File: config.mk
export PLATFORM = sky130hd
export DESIGN_NAME = uart_tx_mmio
export DESIGN_NICKNAME = d
export VERILOG_FILES = /design/src/rtl/uart_tx_mmio_pkg.sv /design/src/rtl/uart_tx_mmio_fifo.sv /design/src/rtl/uart_tx_mmio.sv
export SDC_FILE = /design/constraint.sdc
export NUM_CORES = 1
export LEC_CHECK = 0
export ABC_AREA = 1
export CORE_MARGIN = 2
export CORE_UTILIZATION = 35
export CTS_CLUSTER_SIZE = 40
export DETAILED_ROUTE_END_ITERATION = 8
export DONT_BUFFER_PORTS = 1
export GPL_TIMING_DRIVEN = 0
export HOLD_SLACK_MARGIN = 0.12
export PLACE_DENSITY = 0.5
export RECOVER_POWER = 25
export SLEW_MARGIN = 10
export SYNTH_ARGS = -nofsm -noshare
export SYNTH_HDL_FRONTEND = slang
export SYNTH_SLANG_ARGS = --single-unit
File: constraint.sdc
create_clock -name clk_in -period 12 [get_ports clk_in]
set_input_delay 1.8 -clock clk_in [delete_from_list [all_inputs] [get_ports clk_in]]
set_output_delay 1.8 -clock clk_in [all_outputs]
set_load 0.005 [all_outputs]
File: src/rtl/uart_tx_mmio_pkg.sv
// Shared definitions for the memory-mapped UART transmitter.
package peripheral_map;

  // Register offsets within the 4-byte window (address_in[1:0])
  typedef enum logic [1:0] {
    RegTxData = 2'd0,
    RegStatus = 2'd1,
    RegDivLo  = 2'd2,
    RegDivHi  = 2'd3
  } reg_off_t;

  // STATUS register bit positions
  localparam int StFull     = 0;
  localparam int StEmpty    = 1;
  localparam int StBusy     = 2;
  localparam int StOverflow = 3;

  typedef enum logic [1:0] {
    IDLE  = 2'd0,
    START = 2'd1,
    DATA  = 2'd2,
    STOP  = 2'd3
  } uart_tx_state_t;

  // Divisors below 2 would give a degenerate bit period; clamp to 2
  function automatic logic [15:0] eff_div(input logic [15:0] d);
    return (d < 16'd2) ? 16'd2 : d;
  endfunction

endpackage

File: src/rtl/uart_tx_mmio_fifo.sv
// Synchronous byte FIFO; an extra pointer MSB tells full from empty.
module sync_fifo #(
  parameter int WIDTH = 8,
  parameter int DEPTH = 8
) (
  input  logic                   clk_i,
  input  logic                   rst_i,
  input  logic                   push_i,
  input  logic                   pop_i,
  input  logic [WIDTH-1:0]       wdata_i,
  output logic [WIDTH-1:0]       rdata_o,
  output logic                   full_o,
  output logic                   empty_o,
  output logic [$clog2(DEPTH):0] count_o
);

  localparam int AW = $clog2(DEPTH);

  logic [WIDTH-1:0] mem_q [DEPTH];
  logic [AW:0]      wr_q, rd_q;
  logic             do_push, do_pop;

  assign empty_o = (wr_q == rd_q);
  assign full_o  = (wr_q[AW] != rd_q[AW]) && (wr_q[AW-1:0] == rd_q[AW-1:0]);
  assign count_o = wr_q - rd_q;
  assign rdata_o = mem_q[rd_q[AW-1:0]];

  // A pop frees the slot in the same cycle, so a push while full still lands
  assign do_pop  = pop_i & ~empty_o;
  assign do_push = push_i & (~full_o | do_pop);

  // Pointer registers
  always_ff @(posedge clk_i) begin
    if (rst_i) begin
      wr_q <= '0;
      rd_q <= '0;
    end else begin
      if (do_push) wr_q <= wr_q + 1'b1;
      if (do_pop)  rd_q <= rd_q + 1'b1;
    end
  end

  // Storage write
  always_ff @(posedge clk_i) begin
    if (do_push) mem_q[wr_q[AW-1:0]] <= wdata_i;
  end

endmodule

File: src/rtl/uart_tx_mmio.sv
// MMIO UART transmitter: bus decode, TX FIFO, baud counter and 8N1 shifter.
module uart_tx_mmio
  import peripheral_map::*;
#(
  parameter logic [15:0] BASE_ADDR       = 16'h8000,
  parameter int          FIFO_DEPTH      = 8,
  parameter logic [15:0] DEFAULT_DIVISOR = 16'd434
) (
  input  logic        clk_in,
  input  logic        reset,
  input  logic [15:0] address_in,
  input  logic [7:0]  data_in,
  input  logic        READ_write,
  output logic [7:0]  data_out,
  output logic        chip_select_out,
  output logic        tx_out,
  output logic        tx_empty_irq
);

  localparam int CW = $clog2(FIFO_DEPTH) + 1;

  reg_off_t       off;
  logic           we, push, pop, clr_ovf, push_acc;
  logic           fifo_full, fifo_empty;
  logic [7:0]     fifo_rdata, status;
  logic [CW-1:0]  fifo_count, count_nxt;
  logic [15:0]    divisor_q;
  logic           ovf_q, ovf_d;
  uart_tx_state_t state_q, state_d;
  logic [7:0]     shift_q, shift_d;
  logic [2:0]     idx_q, idx_d;
  logic [15:0]    cnt_q, cnt_d, period_q, period_d;
  logic           tx_q, tx_d, irq_q, irq_d, bit_end;

  assign chip_select_out = (address_in[15:2] == BASE_ADDR[15:2]);
  assign off      = reg_off_t'(address_in[1:0]);
  assign we       = chip_select_out & READ_write;
  assign push     = we & (off == RegTxData);
  assign clr_ovf  = we & (off == RegStatus) & data_in[3];
  assign push_acc = push & (~fifo_full | pop);
  assign count_nxt = fifo_count + {{(CW-1){1'b0}}, push_acc} - {{(CW-1){1'b0}}, pop};
  // A drop in the same cycle as a clear leaves overflow set
  assign ovf_d    = (push & fifo_full & ~pop) | (ovf_q & ~clr_ovf);
  assign bit_end  = (cnt_q == period_q - 16'd1);
  assign tx_out       = tx_q;
  assign tx_empty_irq = irq_q;

  sync_fifo #(.WIDTH(8), .DEPTH(FIFO_DEPTH)) u_fifo (
    .clk_i   (clk_in),
    .rst_i   (reset),
    .push_i  (push),
    .pop_i   (pop),
    .wdata_i (data_in),
    .rdata_o (fifo_rdata),
    .full_o  (fifo_full),
    .empty_o (fifo_empty),
    .count_o (fifo_count)
  );

  // STATUS byte assembled from registered state
  always_comb begin
    status             = 8'h00;
    status[StFull]     = fifo_full;
    status[StEmpty]    = fifo_empty;
    status[StBusy]     = (state_q != IDLE);
    status[StOverflow] = ovf_q;
  end

  // Read mux; zero outside the window and for TXDATA
  always_comb begin
    data_out = 8'h00;
    if (chip_select_out) begin
      case (off)
        RegStatus: data_out = status;
        RegDivLo:  data_out = divisor_q[7:0];
        RegDivHi:  data_out = divisor_q[15:8];
        default:   data_out = 8'h00;
      endcase
    end
  end

  // Divisor and sticky overflow registers
  always_ff @(posedge clk_in) begin
    if (reset) begin
      divisor_q <= DEFAULT_DIVISOR;
      ovf_q     <= 1'b0;
    end else begin
      if (we && off == RegDivLo) divisor_q[7:0]  <= data_in;
      if (we && off == RegDivHi) divisor_q[15:8] <= data_in;
      ovf_q <= ovf_d;
    end
  end

  // Frame sequencing; the bit period is latched only at bit boundaries
  always_comb begin
    state_d  = state_q;
    shift_d  = shift_q;
    idx_d    = idx_q;
    tx_d     = tx_q;
    period_d = period_q;
    cnt_d    = (state_q == IDLE || bit_end) ? 16'd0 : cnt_q + 16'd1;
    pop      = 1'b0;
    if (bit_end) period_d = eff_div(divisor_q);
    case (state_q)
      IDLE: begin
        if (!fifo_empty) begin
          pop      = 1'b1;
          shift_d  = fifo_rdata;
          tx_d     = 1'b0;
          period_d = eff_div(divisor_q);
          state_d  = START;
        end
      end
      START: begin
        if (bit_end) begin
          tx_d    = shift_q[0];
          idx_d   = 3'd0;
          state_d = DATA;
        end
      end
      DATA: begin
        if (bit_end) begin
          shift_d = shift_q >> 1;
          idx_d   = idx_q + 3'd1;
          if (idx_q == 3'd7) begin
            tx_d    = 1'b1;
            state_d = STOP;
          end else begin
            tx_d = shift_q[1];
          end
        end
      end
      STOP: begin
        if (bit_end) begin
          if (!fifo_empty) begin
            pop     = 1'b1;
            shift_d = fifo_rdata;
            tx_d    = 1'b0;
            state_d = START;
          end else begin
            state_d = IDLE;
          end
        end
      end
      default: state_d = IDLE;
    endcase
    irq_d = (count_nxt == '0) && (state_d == IDLE);
  end

  // Transmit state registers
  always_ff @(posedge clk_in) begin
    if (reset) begin
      state_q  <= IDLE;
      shift_q  <= 8'h00;
      idx_q    <= 3'd0;
      tx_q     <= 1'b1;
      cnt_q    <= 16'd0;
      period_q <= eff_div(DEFAULT_DIVISOR);
      irq_q    <= 1'b1;
    end else begin
      state_q  <= state_d;
      shift_q  <= shift_d;
      idx_q    <= idx_d;
      tx_q     <= tx_d;
      cnt_q    <= cnt_d;
      period_q <= period_d;
      irq_q    <= irq_d;
    end
  end

endmodule
==> out/qor.yml, run 1 <==
outcome: "completed"
path_clk_slew_ns: 0.06
path_common_cell: "nand2_1"
wl_per_cell_um: 16.0
drive_gt1_share_pct: 10.9
diodes: 0
rows: 51
worst_clock_skew_ns: 0.0189
max_stage_delay_ns: 0.42
hold_buffers: 0
max-cap-violations: 0
ys_seq_elements: 139
grt.overflow.total: 0
synth_nets: 867
cpLargestDelayFamily: "simple AND/OR/NAND/NOR gates"
yosys_warnings: 0
setup_ws_ns: 6.60
nets: 886
cts_max_level: 4
syn_to_final_growth_pct: 13.3
cts_tree: "yes"
slew_headroom_pct: 42.8
clock-sinks: 139
finalCritPeriodShare_pct: 45.0
hp-class: "reg2reg"
dp_hpwl_um: 13200
die_area_um2: 21300
clock_latency_ns: 0.43
crit_buf_inv: 5
ios: 38
grt_pass1_wl_um: 29000
path_max_fanout: 5
remaining_drc_errors: 0
ys_seq_area_share_pct: 48.5
crit_arrival_ns: 5.77
numPortBuffers: 0
track_usage_pct: 17.4
place_ws_ns: 6.12
cts_root_buf: "clkbuf_16"
required_ns: 12.37
initial_utilization_pct: 36.0
dr.pass1.iters: 5
synthCells: 824
slowest_stage: "fa_1"
min_period_ns: 5.40
fmax_mhz: 185
postCtsResizedCells: 0
fin_tns_setup_ns: 0
crit_chain: "inv_1 > nand2_1 > or3_1 > nor4_1 > nand2_1 > inv_2 > nand2_4 > nor2_2 > nand2_1 > fa_1 > inv_1 > fa_1 > ha_1 > fa_1 > xnor2_1 > xor2_1 > nand2_1 > o31ai_1 > inv_1 > a21oi_1 > nand2_1 > inv_1"
core_um2: 19600
die-width_um: 146
layout_common_cells: "nand2_1 (150), nor2_1 (103), inv_1 (86)"
clk_path_buf_depth: 2
die_h_um: 146
globalplace.congestion: 0.832
maxSlewViolCount: 0
drt_iter0_drc: 328
grt_pass1_vias: 5388
grt_max_degree: 17
irDropWorstVdd_mv: 0.118
yosys.area.top_type_share_pct: 27.2
nFillCells: 1997
vias_per_cell: 4.88
rsz0062_at_grt: "false"
finalHoldViolations: 0
avgSynthCellArea_um2: 8.56
layout_commonest_cell: "nand2_1"
yosysTopAreaCell: "edfxtp_1"
timing.hold.ws_ns: 0.467
routed_wl_um: 18000
cp-start-kind: "input pin"
tightest_slew_ns: 0.854
postCtsSetupBuffers: 0
setup_viol: 0
synth.top_cells.by_area: "edfxtp_1 (27%), dfxtp_1 (21%), nand2_1 (8.0%)"
endpoint_kind: "flip-flop"
leakagePower_nw: 3.10
critPathKind: "in2reg"
powerDensity_nw_per_um2: 196
antenna_found_initial: 0
antenna_left: 0
num_vias: 5466
finalPower_mw: 1.57
synth_area_um2: 7050
cts_buffers: 17
synth.distinct_cells: 49
[layer usage]
metal / track usage, % / vias to the layer above / share of wire (%)
met5: 0 / - / 0
met4: 6.02 / 0 / 1.9
met3: 3.48 / 27 / 3.2
met2: 28.3 / 100 / 47
met1: 23.3 / 2513 / 48
li1: - / 2826 / -
[report_power, final]
group | switching (mW) | internal (mW)
logic | 0.321 | 0.176
clock network | 0.233 | 0.275
registers | 0.0326 | 0.531
total | 0.587 | 0.982
[worst min-delay path: stages (launching register included)]
cell     delay [ns]
dfxtp_1        0.31
nand2_1        0.06
a21oi_1        0.05
[state kept, by name, summed over array words and instances (netlist names), 2 cells and up, named ones only]
name,flops
u_fifo.mem_q,64
cnt_q,16
divisor_q,16
period_q,16
shift_q,8
u_fifo.rd_q,4
u_fifo.wr_q,4
idx_q,3
state_q,2
[through the flow]
| step | util (%) | cells | area [um^2] |
|---|---|---|---|
| 2_1_floorplan | - | 824 | 7050 |
| 3_3_place_gp | 37.7 | 1089 | 7390 |
| 3_5_place_dp | 37.9 | 1089 | 7420 |
| 4_1_cts | 40.8 | 1121 | 8000 |
| 5_1_grt | 40.8 | 1121 | 8000 |
| 6_report | 40.8 | 1121 | 8000 |
[area by class of cell]
| type | count | area, um^2 | area share (%) |
|---|---|---|---|
| clock inverter | 15 | 149 | 1.86 |
| buffer | 23 | 119 | 1.49 |
| clock buffer | 17 | 425 | 5.32 |
| inverter | 91 | 344 | 4.30 |
| sequential | 139 | 3420 | 42.8 |
| multi-input combinational | 571 | 3200 | 40.1 |
| tap | 265 | 332 | 4.15 |
[cell families (layout without fill, tap and decap cells)]
group	Yosys count	in the layout	share of synthesized area [%]
simple gates	371	371	25.1
compound gates	155	155	13.1
flops	139	139	48.5
buf+inv	114	146	6.56
xor+xnor	29	29	3.60
fa+ha+maj	16	16	3.16
[synth_stat cells, drive strengths merged]
| cell type | count |
|---|---|
| o211ai | 3 |
| fa | 3 |
| o22ai | 12 |
| nor3 | 16 |
| xnor2 | 11 |
| nor4 | 4 |
| o21ai | 70 |
| inv | 90 |
| or2 | 6 |
| nand4 | 12 |
| clkbuf | 16 |
| nand3b | 4 |
| a31oi | 4 |
| dfxtp | 75 |
| nor2 | 115 |
| clkinv | 1 |
| buf | 7 |
| a21oi | 41 |
| or3 | 1 |
| o221ai | 4 |
| nand3 | 49 |
| a211oi | 13 |
| edfxtp | 64 |
| o31ai | 2 |
| o211a | 6 |
| nand2 | 162 |
| ha | 13 |
| nor3b | 2 |
| xor2 | 18 |
[final timing paths]
path,startpoint,end,slack (ns),depth (start not counted)
setup / recovery,address_in[14],tx_empty_irq,6.60,22
hold / removal,idx_q[1],idx_q[1],0.47,2
setup reg to reg,period_q[0],tx_empty_irq,7.23,29
hold reg to reg,idx_q[1],idx_q[1],0.47,2
(Power assumes the default switching activity.)
==> run 2, diff against run 1 <==
- clock period: 12 -> 5.6 ns (I/O delays scaled with it)
==> results of run 2 <==
The final DEF is identical to that of run 1. Status: completed.
Main changes from that run: setup slack after placement 6.12 ns -> 0.681 ns; setup slack after layout 6.60 ns -> 0.833 ns; start point of the critical path address_in[14] -> period_q[0]; register-to-register setup slack 7.23 ns -> 0.83 ns; total power 1.57 mW -> 3.36 mW; worst IR drop on VDD 0.118 mV -> 0.252 mV
